<file path="src/rtl/flit_out_arb.sv">
// flit_out_arb: credit-based round-robin arbiter sharing one NI output link, holding the grant for DATA packets
//
// Parameters: N sources, IW index width, FW flit width, FTW type width (flit[FW-1 -: FTW]), B credit counter width.
// Ports:
//   clk, rst_n   clock and asynchronous active-low reset
//   src_valid    per-source head-flit valid
//   src_flit     per-source head flit, source i at [i*FW +: FW]
//   src_ready    one-hot pop strobe, asserted in the accepting cycle
//   credit_in    one credit returned by the NI
//   flit_out_wr  registered valid strobe for flit_out
//   flit_out     registered outgoing flit
//   grant_idx    index of the last granted source
//   locked       a multi-flit packet is in progress
//   credit_err   sticky credit overflow flag
module flit_out_arb #(
  parameter int N   = 2,
  parameter int IW  = 1,
  parameter int FW  = 59,
  parameter int FTW = 3,
  parameter int B   = 4
) (
  input  logic            clk,
  input  logic            rst_n,
  input  logic [N-1:0]    src_valid,
  input  logic [N*FW-1:0] src_flit,
  output logic [N-1:0]    src_ready,
  input  logic            credit_in,
  output logic            flit_out_wr,
  output logic [FW-1:0]   flit_out,
  output logic [IW-1:0]   grant_idx,
  output logic            locked,
  output logic            credit_err
);
  typedef enum logic {S_IDLE, S_LOCK} state_t;
  localparam logic [FTW-1:0] T_DATA = FTW'(1);
  localparam logic [FTW-1:0] T_END  = FTW'(2);
  localparam logic [B-1:0]   CNT_MAX = '1;
  localparam logic [N-1:0]   ONE = N'(1);
  state_t        state_q, state_d;
  logic [IW-1:0] rr_ptr_q, rr_ptr_d, lock_idx_q, lock_idx_d, grant_q, grant_d, rr_win, g;
  logic [B-1:0]  cnt_q, cnt_d;
  logic [FW-1:0] flit_q, flit_d, win_flit;
  logic [FTW-1:0] win_type;
  logic          wr_q, err_q, err_d, avail, fire, hit;
  // (i + k) mod N for k < N, valid for non-power-of-two N
  function automatic logic [IW-1:0] idx(input logic [IW-1:0] i, input int k);
    int v;
    v = int'(i) + k;
    return IW'((v >= N) ? v - N : v);
  endfunction
  // first valid source at or after rr_ptr, wrapping
  always_comb begin
    rr_win = rr_ptr_q;
    hit = 1'b0;
    for (int k = 0; k < N; k++)
      if (!hit && src_valid[idx(rr_ptr_q, k)]) begin
        hit = 1'b1;
        rr_win = idx(rr_ptr_q, k);
      end
  end
  // avail comes from the registered count, so credit_in never reaches src_ready
  assign avail     = cnt_q != '0;
  assign g         = (state_q == S_LOCK) ? lock_idx_q : rr_win;
  assign fire      = avail & ((state_q == S_LOCK) ? src_valid[lock_idx_q] : |src_valid);
  assign src_ready = fire ? ONE << g : '0;
  assign win_flit  = src_flit[g*FW +: FW];
  assign win_type  = win_flit[FW-1 -: FTW];
  always_comb begin
    state_d    = state_q;
    rr_ptr_d   = rr_ptr_q;
    lock_idx_d = lock_idx_q;
    if (fire && state_q == S_IDLE && win_type == T_DATA) begin
      state_d    = S_LOCK;
      lock_idx_d = g;
    end else if (fire && state_q == S_IDLE) begin
      rr_ptr_d = idx(g, 1);
    end else if (fire && win_type == T_END) begin
      state_d  = S_IDLE;
      rr_ptr_d = idx(lock_idx_q, 1);
    end
  end
  // simultaneous fire and credit cancel; a credit at full count is an overflow
  assign cnt_d   = (fire && !credit_in) ? cnt_q - B'(1)
                 : (credit_in && !fire && cnt_q != CNT_MAX) ? cnt_q + B'(1) : cnt_q;
  assign err_d   = err_q | (credit_in & ~fire & (cnt_q == CNT_MAX));
  assign flit_d  = fire ? win_flit : flit_q;
  assign grant_d = fire ? g : grant_q;
  always_ff @(posedge clk or negedge rst_n)
    if (!rst_n) begin
      state_q    <= S_IDLE;
      rr_ptr_q   <= '0;
      lock_idx_q <= '0;
      grant_q    <= '0;
      cnt_q      <= CNT_MAX;
      flit_q     <= '0;
      wr_q       <= 1'b0;
      err_q      <= 1'b0;
    end else begin
      state_q    <= state_d;
      rr_ptr_q   <= rr_ptr_d;
      lock_idx_q <= lock_idx_d;
      grant_q    <= grant_d;
      cnt_q      <= cnt_d;
      flit_q     <= flit_d;
      wr_q       <= fire;
      err_q      <= err_d;
    end
  assign flit_out_wr = wr_q;
  assign flit_out    = flit_q;
  assign grant_idx   = grant_q;
  assign locked      = state_q == S_LOCK;
  assign credit_err  = err_q;
endmodule

</file>
<file path="config.mk">
export PLATFORM = sky130hd
export DESIGN_NAME = flit_out_arb
export DESIGN_NICKNAME = d
export VERILOG_FILES = /design/src/rtl/flit_out_arb.sv
export SDC_FILE = /design/constraint.sdc
export NUM_CORES = 1
export LEC_CHECK = 0
export CELL_PAD_IN_SITES_DETAIL_PLACEMENT = 1
export CELL_PAD_IN_SITES_GLOBAL_PLACEMENT = 2
export CORE_AREA = 3 3 139 141
export DETAILED_ROUTE_END_ITERATION = 16
export DIE_AREA = 0 0 142 144
export GPL_TIMING_DRIVEN = 0
export PLACE_DENSITY = 0.79
export SYNTH_ARGS = -nofsm -noshare
export SYNTH_HDL_FRONTEND = slang
export SYNTH_SLANG_ARGS = --single-unit
</file>
<file path="constraint.sdc">
create_clock -name clk -period 2.35 [get_ports clk]
set_input_delay 0.235 -clock clk [delete_from_list [all_inputs] [get_ports clk]]
set_output_delay 0.235 -clock clk [all_outputs]
set_load 0.02 [all_outputs]
</file>
; Yosys cells after proc, flatten, opt, wreduce, memory -nomap -nowiden
; Cells that the tools add are included.
[op_classes]
addsub = 9
n_mul = 1
order_cmp = 7
n_eq_ne = 5
shifts = 2
muxes = 23
bitwise = 7
reduce_logical = 17
[op_table]
columns = op, count
row1 = $shiftx 118x8->59, 1
row2 = $mux 1, 20
row3 = $mux 4, 2
row4 = $logic_and 1x1->1, 7
row5 = $mul 1x6->7 const B, 1
row6 = $add 1x1->2 const B, 3
row7 = $ge 2x2->1 const B, 3
row8 = $lt 1x2->1 const B, 3
row9 = $reduce_bool 2->1, 3
row10 = $add 4x1->4 const B, 1
row11 = $eq 4x4->1 const B, 1
row12 = $ne 4x4->1 const B, 1
row13 = $reduce_and 2->1, 2
row14 = $reduce_bool 4->1, 1
row15 = $sub 1x1->1 const B, 4
row16 = $sub 4x1->4 const B, 1
row17 = $and 1x1->1, 3
row18 = $eq 3x1->1 const B, 1
row19 = $eq 3x2->1 const B, 1
row20 = $logic_not 1->1, 3
row21 = $not 1->1, 3
row22 = $ge 1x2->1 const B, 1
row23 = $mux 2, 1
row24 = $ne 2x1->1 const B, 1
row25 = other kinds (3), 3
[totals]
register_bits = 69
input_bits = 123
output_inout_bits = 65
elab_cells = 79

; Depth between registers and ports, before layout
; Gate-level depths: netlist of the first run.
[depth]
ltp_word = 16
depth_mapped = 10
ltp_nobuf = 9

; Worst setup path after synthesis of the first run
; No wires, ideal clock.
[synth_timing]
path_type = flip-flop to flip-flop
from = reg cnt_q[0]
to = reg cnt_q[2]
setup_ps = 75
arrival_ps = 2167
t_required_ps = 2275
slack_ps = 109
path_stages_with_launch = 10
n_path_buf = 1
synth_period_minus_slack_ps = 2241
path_cell_list = dfstp_2 -> or4_1 -> o21ai_0 -> a21o_1 -> buf_4 -> nor2_1 -> xor2_1 -> ha_1 -> o41ai_1 -> xor2_1
[synth_between]
elab_chain_len = 6
word_cells_on_any_way = 12
cone_classes = add/sub (2) / eq/ne (1) / mux (2) / bitwise (1) / reduce/logical (6)
[synth_rtl]
columns = item, line_no
row1 = start: declaration, 41  ; logic [B-1:0] cnt_q, cnt_d;
row2 = start signal: assignment, 103  ; cnt_q <= cnt_d;
row3 = branches (longest 6 deep; another with $add 4x1->4), --
; Several ways; the timed one is not identified. The select of a mux whose other input is x is not followed.
; A chain may end at the register's enable or synchronous reset.

; Worst setup path after layout of the first run
[layout_timing]
from = in src_valid[0]
to = out src_ready[1]
[layout_between]
elab_chain_len = 9
word_cells_on_any_way = 17
cone_classes = shift (1) / mux (12) / bitwise (1) / reduce/logical (3)
[layout_rtl]
columns = item, line_no
row1 = start: declaration, 24  ; input logic [N-1:0] src_valid,
row2 = $mux 1 (not written as such) (2 in a row), 56  ; if (!hit && src_valid[idx(rr_ptr_q, k)]) begin
row3 = $mux 1, 56
row4 = $logic_not 1->1, 56
row5 = $logic_and 1x1->1, 56
row6 = $mux 1, 56
row7 = $mux 1, 63  ; assign g = (state_q == S_LOCK) ? lock_idx_q : rr_win;
row8 = $shl 1x1->2, 65  ; assign src_ready = fire ? ONE << g : '0;
row9 = $mux 2 (*), 65
row10 = end: declaration, 26  ; output logic [N-1:0] src_ready,
; Every way passes the cells marked *; elsewhere a longest branch is shown, timed or not. The select of a mux whose other input is x is not followed.

==> out/results.tsv, run 1 <==
stage	metric	value	unit
run_status	outcome	completed	
synth	synth_flop_cell	dfrtp_1	
drt	dr.first_iter.drc_count	62	
worst_setup_path	cp_slowest_cell	clkdlybuf4s50_1	
power_and_ir_drop	peakVddDrop	449.4	uV
global_routing	grt-ovfl-total	0	
cells_and_area	drive_gt1_frac	0.09694	
sta	timing.hold.ws	0.2821	ns
synth	synth_cell_types	33	
sta	maxSlewViolCount	0	
worst_setup_path	endpoint_kind	output pin	
sta	hold_viol	0	
clock_network	clock_latency	0.33	ns
worst_setup_path	setup.worst_path.class	input pin to output pin	
synth	postSynth.asyncResetShare	1.000	
worst_setup_path	startpoint_type	input pin	
sta	setup_ws	0.1079	ns
cells_and_area	antenna_cells	0	
global_routing	grt_antenna_before_repair	0	
drt	num_vias	3528	
synth	avgSynthCellArea	8.519	sq um
synth	ys_seq_area_frac	0.5335	
floorplan	start_util	0.1795	
synth	synth_edf_count	0	
cells_and_area	final_cell_mix	184 x clkdlybuf4s50_1, 119 x nand2_1, 66 x nor2_1, 65 x dfrtp_1, 56 x a31oi_1	
sta	max_clock_freq	446.0	MHz
sta	max_slew_margin	0.6319	
floorplan	fp.dieH	144	microns
floorplan	num_io_pins	188	
hold_path	hp-class	input pin to async pin	
clock_network	clock_path_buffers	2	
worst_setup_path	cp_data_required_time	2.12	ns
worst_setup_path	r2r-end	rr_ptr_q	
place	pre_cts_ws	-0.6541	ns
clock_network	cts.sinks	69	
cells_and_area	layout.nets	708	
global_routing	grt_max_degree	65	
worst_setup_path	reg2reg_slack	0.13	ns
floorplan	coreArea	18090	sq um
worst_setup_path	ff2ff_path_depth	6	
worst_setup_path	cp.arrival	2.01	ns
sta	tightest_slew	0.5522	ns
power_and_ir_drop	total_power	6.589	mW
sta	rsz0062_at_grt	no	
power_and_ir_drop	p_leak	2.388	nW
place	dp.cells	798	
synth	syn_area	3246	sq um
drt	dr.pass1.iters	4	
cells_and_area	layout_commonest_cell	clkdlybuf4s50_1	
cells_and_area	nFillCells	2106	
worst_setup_path	crit_chain	clkdlybuf4s50_1, inv_1, maj3_2, mux2_2, buf_6, inv_6, nor2_1, dlygate4sd2_1	
clock_network	root_buffer	clkbuf_16	
drt	wl	13630	microns
sta	period_minus_slack	2.242	ns
place	gp_congestion	0.8024	
sta	setup_viol_count_final	0	
global_routing	grt_pass1_vias	3892	
floorplan	dieArea	20450	sq um
floorplan	fp-row-count	49	
flow_run	max_cap_violations	0	
sta	tns	0	ns
clock_network	path_clk_slew	0.06	ns
clock_network	cts_max_level	3	
synth	yosys_register_bits	69	
drt	antenna_left	0	
place	io_buffer_count	187	
sta	finClkSkew	0.005542	ns
floorplan	die_w	142	microns
worst_setup_path	cpPeakStageDelay	0.49	ns
drt	drt-wirelength-per-cell	16.68	microns
drt	route.detailed.drc	0	
sta	finalCritPeriodShare	0.9541	
clock_network	cts_tree	built	
synth	synthCells	381	
cells_and_area	synthToLayoutAreaGrowth	78.76	%
drt	viasPerCell	4.318	
global_routing	grt_usage	0.1325	
worst_setup_path	path_max_fanout	13	
power_and_ir_drop	power_density	1136	nW/um^2
synth	yosys_warnings	0	
cells_and_area	fin_cells	817	
worst_setup_path	r2r-start	rr_ptr_q	
global_routing	grt_pass1_wl	21300	microns
synth	syn_nets	505	
clock_network	cts_made_buffers	9	
place	dp_hpwl	10410	microns
==> critical path, delay by kind of cell <==
| family | cells | cell delay, ns |
|---|---|---|
| fa+ha+maj | 1 | 0.29 |
| mux | 1 | 0.27 |
| buf+inv | 5 | 1.15 |
| simple gates | 1 | 0.05 |
==> cell families (layout without fill, tap and decap cells) <==
logic type / Yosys count / count (layout) / share of synthesized area
AND/OR/NAND/NOR: 196 / 196 / 0.2352
AO/OA/AOI/OAI: 73 / 73 / 0.1430
flip-flops: 69 / 69 / 0.5335
buffers and inverters: 30 / 237 / 0.04279
multiplexers: 8 / 8 / 0.03007
XOR/XNOR: 3 / 3 / 0.008097
adder cells (fa/ha/maj): 2 / 2 / 0.007324
==> cell usage after synthesis, drive strengths merged (2+ instances only) <==
cell type | n | share of area
nand2b | 2 | 0.0039
mux2i | 4 | 0.016
xor2 | 3 | 0.0081
nand2 | 119 | 0.14
or4 | 2 | 0.0046
a21oi | 4 | 0.0062
o21ai | 4 | 0.0062
mux2 | 4 | 0.014
inv | 3 | 0.0035
nand4 | 3 | 0.0058
clkbuf | 15 | 0.017
a31oi | 56 | 0.11
dfrtp | 65 | 0.50
a21boi | 2 | 0.0046
dfstp | 4 | 0.032
buf | 12 | 0.022
nor2 | 67 | 0.077
==> worst max-delay path by stage <==
stage | from | end | slack [ns]
after CTS | src_valid[0] | src_ready[0] | -0.05
after global routing | src_valid[0] | src_ready[1] | 0.003
final | src_valid[0] | src_ready[1] | 0.11
after global placement | rst_n | flit_out[10] | -1.65
after detailed placement | src_valid[0] | src_ready[1] | -0.65
after floorplan | cnt_q[0] | cnt_q[2] | 0.11
==> flip-flops by register name, indices dropped and copies added, names as in the netlist <==
signal	cells
grant_idx	1
locked	1
lock_idx_q	1
flit_out_wr	1
cnt_q	4
flit_out	59
rr_ptr_q	1
credit_err	1
==> per-stage QoR <==
stage | instance area (sq um) | util
6_report | 5802 | 0.3208
5_1_grt | 5802 | 0.3208
4_1_cts | 5762 | 0.3186
3_5_place_dp | 5429 | 0.3002
3_3_place_gp | 5404 | 0.2988
2_1_floorplan | 3246 | -
==> routing by layer <==
| metal | wire (microns) | track usage | vias up |
|---|---|---|---|
| met1 | 5894 | 0.1557 | 1682 |
| met3 | 1144 | 0.04729 | 10 |
| met5 | 0 | 0 | - |
| met4 | 161 | 0.04091 | 0 |
| met2 | 6430 | 0.2273 | 137 |
| li1 | - | - | 1699 |
==> area by class of cell <==
type	count	area, sq um	area share
clock buffers	15	297.8	0.05133
inverters	3	16.27	0.002804
plain buffers	26	140.1	0.02415
repair buffers	193	1933	0.3332
flip-flops and latches	69	1732	0.2985
well taps	229	286.5	0.04939
multi-input cells	282	1396	0.2407
==> repair_timing <==
item / in CTS / in global routing
hold buffers: 1 / 0
gates resized for setup: 13 / 17
setup buffers: 1 / 3
endpoints found under the setup margin: 48 / 38
hold endpoints to repair: 22 / 0
pin swaps: 0 / 3
==> power breakdown <==
group,leakage (nW),internal (mW),total (mW),switching (mW)
clock network,0.148,0.854,1.35,0.491
logic,1.48,1.49,3.16,1.68
registers,0.765,1.74,2.08,0.338
(Power assumes the default switching activity.)
==> run 2: changes to the inputs <==
CORE_AREA = 2 2 125 127   (was 3 3 139 141)
DIE_AREA = 0 0 127 129   (was 0 0 142 144)
PLACE_DENSITY = 0.9   (was 0.79)
clock period = 2.8 ns   (was 2.35 ns; I/O delays follow)
==> run 2 against run 1 <==
Net effect:
- via count is 0.79% higher
- worst setup slack better by 0.045 ns
- final area is 2.2% lower
- clock skew up 0.0013 ns
- wire length fell by 3.6%
- largest power group unchanged
- critical path type is now flip-flop to output pin
==> out/results.tsv, run 2 (synthesis gave the netlist of run 1 again) <==
stage	metric	value	unit	change
run_status	outcome	completed		
drt	antenna_left	0		unchanged
floorplan	fp-row-count	45		-8.2%
sta	period_minus_slack	2.647	ns	
floorplan	coreArea	14980	sq um	-17%
sta	finClkSkew	0.006856	ns	+0.001314 ns
clock_network	cts_made_buffers	9		unchanged
floorplan	start_util	0.2167		+0.03725
drt	route.detailed.drc	0		unchanged
global_routing	grt_usage	0.1592		+0.02661
global_routing	grt_pass1_vias	3883		-0.23%
drt	wl	13140	microns	-3.6%
clock_network	path_clk_slew	0.06	ns	about the same
sta	hold_viol	0		unchanged
sta	max_clock_freq	377.8	MHz	
cells_and_area	stdcell_area	5672	sq um	-2.2%
sta	rsz0062_at_grt	no		
clock_network	cts_max_level	3		unchanged
floorplan	dieArea	16380	sq um	-20%
cells_and_area	layout.nets	706		-0.28%
drt	dr.first_iter.drc_count	126		+100%
sta	tns	0	ns	unchanged
cells_and_area	final_cell_mix	185 x clkdlybuf4s50_1, 119 x nand2_1, 67 x nor2_1, 65 x dfrtp_1, 56 x a31oi_1		
power_and_ir_drop	peakVddDrop	313.6	uV	-30%
drt	num_vias	3556		+0.79%
sta	max_slew_margin	0.5738		-0.05801
place	gp_congestion	0.7719		-3.8%
global_routing	grt_antenna_before_repair	0		unchanged
power_and_ir_drop	p_leak	2.339	nW	-2.1%
place	placed_cell_area	5370	sq um	-1.1%
worst_setup_path	cp.arrival	2.37	ns	+0.36 ns
drt	drt-wirelength-per-cell	16.97	microns	+1.7%
hold_path	hp-class	input pin to async pin		
cells_and_area	drive_gt1_frac	0.07167		-0.02527
place	io_buffer_count	187		unchanged
sta	maxSlewViolCount	0		unchanged
sta	tightest_slew	0.6392	ns	+0.08701 ns
cells_and_area	layout_commonest_cell	clkdlybuf4s50_1		
cells_and_area	largest_reg_flops	59		unchanged
place	dp_hpwl	10050	microns	-3.5%
global_routing	grt_max_degree	40		-38%
flow_run	max_cap_violations	0		unchanged
sta	setup_viol_count_final	0		unchanged
worst_setup_path	endpoint_kind	output pin		
floorplan	die_w	127	microns	-11%
cells_and_area	ff_latch_area	1732	sq um	unchanged
floorplan	fp.dieH	129	microns	-10%
worst_setup_path	cp_data_required_time	2.52	ns	+0.40 ns
worst_setup_path	setup.worst_path.class	flip-flop to output pin		
global_routing	grt-ovfl-total	0		unchanged
clock_network	cts.sinks	69		unchanged
worst_setup_path	reg2reg_slack	0.29	ns	+0.16 ns
global_routing	grt_pass1_wl	20240	microns	-5.0%
cells_and_area	multi_input_area	1375	sq um	-1.5%
clock_network	cts_tree	built		
floorplan	num_io_pins	188		unchanged
clock_network	clock_path_buffers	2		unchanged
clock_network	root_buffer	clkbuf_16		
cells_and_area	nFillCells	1769		-16%
worst_setup_path	startpoint_type	flip-flop		
cells_and_area	synthToLayoutAreaGrowth	74.75	%	
worst_setup_path	path_max_fanout	10		-3
sta	finalCritPeriodShare	0.9452		
clock_network	clock_latency	0.33	ns	about the same
sta	timing.hold.ws	0.4331	ns	+0.1510 ns
drt	viasPerCell	4.594		+6.4%
power_and_ir_drop	power_density	961.6	nW/um^2	-15%
power_and_ir_drop	total_power	5.454	mW	-17%
cells_and_area	antenna_cells	0		unchanged
drt	dr.pass1.iters	4		unchanged
## run 2: changes by cell type in the layout (fill, tap and decap cells not counted), sizes merged
cell and change:
clkinv +2, inv -1, buf -6, clkbuf +2
clkdlybuf4s50 +1
## run 2: cell type report
cell class / instances / share of cell area
Buffer: 26 / 0.02206
Clock buffer: 14 / 0.04831
Clock inverter: 1 / 0.0008824
Inverter: 3 / 0.002206
Multi-Input combinational cell: 282 / 0.2424
Sequential cell: 69 / 0.3053
Tap cell: 188 / 0.04147
Timing Repair Buffer: 191 / 0.3373
## run 2: final timing paths
kind | cells after the start | startpoint | endpoint
min in group clk | 1 | credit_err | credit_err
min reg2reg | 1 | credit_err | credit_err
max reg2reg | 9 | cnt_q[0] | cnt_q[2]
min | 2 | rst_n | flit_out[49]
max in group asynchronous | 3 | rst_n | flit_out[4]
max | 6 | cnt_q[0] | src_ready[1]
## run 2: critical path, cell delays in order, from the launching register on
cell and delay, ns:
dfstp_2 0.40, or4_1 0.54, o21ai_0 0.12, a21o_1 0.19
buf_4 0.19, nor2_1 0.06, clkdlybuf4s50_1 0.54
## run 2: repair_timing
| action | 4_1_cts | 5_1_grt |
|---|---|---|
| hold endpoints to repair | 26 | 0 |
| resized for setup | 1 | 3 |
| buffers inserted | 0 | 2 |
| hold buffers | 1 | 0 |
| endpoints found under the setup margin | 2 | 2 |
## run 2: stage by stage
step	utilization	std cells	setup WS, ns
CTS	0.3775	772	0.03733
global placement	0.3574	756	-1.161
detailed placement	0.3586	757	-0.2650
floorplan	-	381	0.5588
global route	0.3787	774	0.03515
finish	0.3787	774	0.1533
## run 2: where the power goes
part | switching (mW) | total, mW | internal [mW]
Clock | 0.429 | 1.10 | 0.667
Sequential | 0.277 | 1.74 | 1.46
Combinational | 1.40 | 2.62 | 1.22
Total | 2.10 | 5.45 | 3.35
## run 2: routing by layer
layer / global-route usage / vias to the layer above / routed length [microns]
met4: 0.04848 / 0 / 160
met5: 0 / - / 0
met3: 0.04782 / 13 / 925
met2: 0.2938 / 114 / 6638
li1: - / 1688 / -
met1: 0.1766 / 1741 / 5412
==> run 3: changes to the inputs <==
CORE_AREA = 2 2 115 84   (was 2 2 125 127)
CTS_BUF_LIST = sky130_fd_sc_hd__clkbuf_4 sky130_fd_sc_hd__clkbuf_8   (was unset)
DIE_AREA = 0 0 117 86   (was 0 0 127 129)
DONT_BUFFER_PORTS = 1   (was unset)
==> run 3 against run 2 <==
Net effect:
- sequential share of layout area increased by 17 points
- count of clock-buffer cells in the layout decreased by 1
- register-to-register slack got worse by 0.05 ns
- cell count decreased by 32%
- clock skew increased by 0.0013 ns
- sequential cell count unchanged
- non-clock buffer count decreased by 188
- wire length decreased by 24%
- critical path type is now flip-flop to flip-flop
- largest cell class is now sequential cells
==> out/results.tsv, run 3 (synthesis gave the netlist of run 1 again) <==
stage	metric	value	unit	change
sta	setup_viol_count_final	0		unchanged
global_routing	grt_antenna_before_repair	0		unchanged
floorplan	fp.dieH	86	microns	-33%
drt	route.met2.wl	4704	microns	-29%
sta	max_slew_margin	0.6362		+0.06240
clock_network	root_buffer	clkbuf_8		
clock_network	clock_path_buffers	2		unchanged
drt	num_vias	2816		-21%
sta	maxSlewViolCount	0		unchanged
power_and_ir_drop	power_density	1127	nW/um^2	+17%
drt	dr.first_iter.drc_count	117		-7.1%
worst_setup_path	cp_data_required_time	3.06	ns	+0.54 ns
worst_setup_path	endpoint	cnt_q[2]		
cells_and_area	layout_commonest_cell	nand2_1		
drt	dr_wl_met3	1085	microns	+17%
drt	dr.pass1.iters	5		+1
place	dp_hpwl	7501	microns	-25%
place	gp_congestion	0.7935		+2.8%
clock_network	cts_max_level	3		unchanged
floorplan	dieArea	10060	sq um	-39%
cells_and_area	fin_util	0.4065		+0.02778
global_routing	grt-ovfl-total	0		unchanged
sta	max_clock_freq	390.4	MHz	+3.3%
cells_and_area	stdcell_area	3613	sq um	-36%
power_and_ir_drop	sw_frac_of_total	0.4577		+0.07211
floorplan	coreArea	8890	sq um	-41%
worst_setup_path	startpoint_type	flip-flop		
power_and_ir_drop	p_leak	1.548	nW	-34%
drt	drt-wirelength-per-cell	19.18	microns	+13%
place	dp.cells	505		-33%
worst_setup_path	startpoint	cnt_q[0]		
drt	route.detailed.drc	0		unchanged
power_and_ir_drop	internal_power	2.208	mW	-34%
global_routing	grt_usage	0.2026		+0.04347
worst_setup_path	path_max_fanout	10		unchanged
drt	wl	10030	microns	-24%
sta	finClkSkew	0.008155	ns	+0.001300 ns
power_and_ir_drop	combPwrFrac	0.243		-0.237
clock_network	path_clk_slew	0.07	ns	about the same
run_status	outcome	completed		
global_routing	grt_pass1_vias	3031		-22%
drt	antenna_left	0		unchanged
sta	tightest_slew	0.5456	ns	-0.09360 ns
global_routing	grt_pass1_wl	15480	microns	-24%
clock_network	cts_made_buffers	9		unchanged
floorplan	fp-row-count	29		-36%
power_and_ir_drop	p_clk_frac	0.181		-0.020
drt	viasPerCell	5.384		+17%
clock_network	cts_tree	built		
sta	period_minus_slack	2.561	ns	-0.08521 ns
sta	tns	0	ns	unchanged
worst_setup_path	setup.worst_path.class	flip-flop to flip-flop		
power_and_ir_drop	total_power	4.072	mW	-25%
place	io_buffer_count	0		-100%
worst_setup_path	r2r-start	cnt_q[0]		
power_and_ir_drop	peakVddDrop	444.6	uV	+42%
cells_and_area	largest_reg_flops	59		unchanged
flow_run	max_cap_violations	0		unchanged
cells_and_area	synthToLayoutAreaGrowth	11.33	%	
floorplan	num_io_pins	188		unchanged
place	placed_cell_area	3401	sq um	-37%
global_routing	grt_max_degree	70		+75%
clock_network	clock_latency	0.34	ns	about the same
sta	finalCritPeriodShare	0.9148		-0.03043
worst_setup_path	r2r-end	cnt_q[2]		
worst_setup_path	reg2reg_slack	0.24	ns	-0.05 ns
cells_and_area	drive_gt1_frac	0.1028		+0.03108
floorplan	die_w	117	microns	-7.9%
hold_path	hp-class	input pin to flip-flop		
hold_path	hold-path-cell-count	2		
floorplan	start_util	0.3651		+0.1484
worst_setup_path	endpoint_kind	flip-flop		
cells_and_area	antenna_cells	0		unchanged
clock_network	cts.sinks	69		unchanged
worst_setup_path	cp.arrival	2.82	ns	+0.45 ns
worst_setup_path	ff2ff_path_depth	9		unchanged
sta	hold_viol	0		unchanged
sta	rsz0062_at_grt	no		
power_and_ir_drop	p_seq_frac	0.576		+0.257
power_and_ir_drop	p_sw	1.864	mW	-11%
cells_and_area	fin_cells	523		-32%
cells_and_area	layout.nets	518		-27%
drt	wl_met1	4153	microns	-23%
drt	highest_layer	met4		
cells_and_area	final_cell_mix	119 x nand2_1, 67 x nor2_1, 65 x dfrtp_1, 56 x a31oi_1, 15 x clkbuf_1		
[run 3: cell count changes in the layout (fill, tap and decap cells not counted), moves of 3 or more]
| cell | previous run | this run |
|---|---|---|
| clkbuf_4 | 0 | 3 |
| clkdlybuf4s50_1 | 185 | 0 |
| clkbuf_16 | 9 | 0 |
| clkbuf_8 | 3 | 10 |
| buf_4 | 5 | 2 |
[run 3: repair_timing]
action	4_1_cts	5_1_grt
buffers inserted	0	0
hold buffers	2	0
gates resized for setup	0	0
endpoints found under the hold margin	69	0
[run 3: worst min path at each step]
| stage | start | to |
|---|---|---|
| 6_report | src_flit[24] | flit_out[24] |
| 5_1_grt | credit_in | credit_err |
| 4_1_cts | src_flit[24] | flit_out[24] |
| 3_5_place_dp | rst_n | flit_out_wr |
| 3_3_place_gp | rst_n | flit_out_wr |
| 2_1_floorplan | rst_n | credit_err |
[run 3: cell type report]
| type | count | area [sq um] |
|---|---|---|
| Tap cell | 124 | 155.1 |
| Fill cell | 1082 | 5276 |
| Buffer | 27 | 127.6 |
| Clock buffer | 13 | 160.2 |
| Timing Repair Buffer | 2 | 37.54 |
| Clock inverter | 3 | 15.01 |
| Multi-Input combinational cell | 282 | 1375 |
| Sequential cell | 69 | 1732 |
| Inverter | 3 | 11.26 |
[run 3: power groups by stage]
stage	registers, mW	logic, mW	clock network (mW)
2_1_floorplan	2.23	0.750	0
3_3_place_gp	2.35	0.922	0
3_5_place_dp	2.38	0.991	0
4_1_cts	2.36	1.02	0.766
5_1_grt	2.41	1.15	0.810
6_report	2.35	0.988	0.738
[run 3: critical path: stages (launching register included)]
cell     delay [ns]
dfstp_2        0.40
or4_1          0.53
o21ai_0        0.12
a21o_1         0.24
buf_4          0.22
nor2_1         0.06
xor2_1         0.14
ha_1           0.20
o41ai_1        0.38
xor2_1         0.20
[run 3: through the flow]
stage	worst slack, ns	hold slack [ns]
final	0.2385	0.08125
after global routing	0.07705	0.05316
after CTS	0.2343	0.05289
after detailed placement	0.2628	-0.01412
after global placement	0.3497	-0.01416
after floorplan	0.5588	-0.01559
[run 3: layer usage]
metal / vias up / GRT usage
li1: 1308 / -
met1: 1356 / 0.2384
met2: 144 / 0.3426
met3: 8 / 0.08269
met4: 0 / 0.05561
met5: - / 0
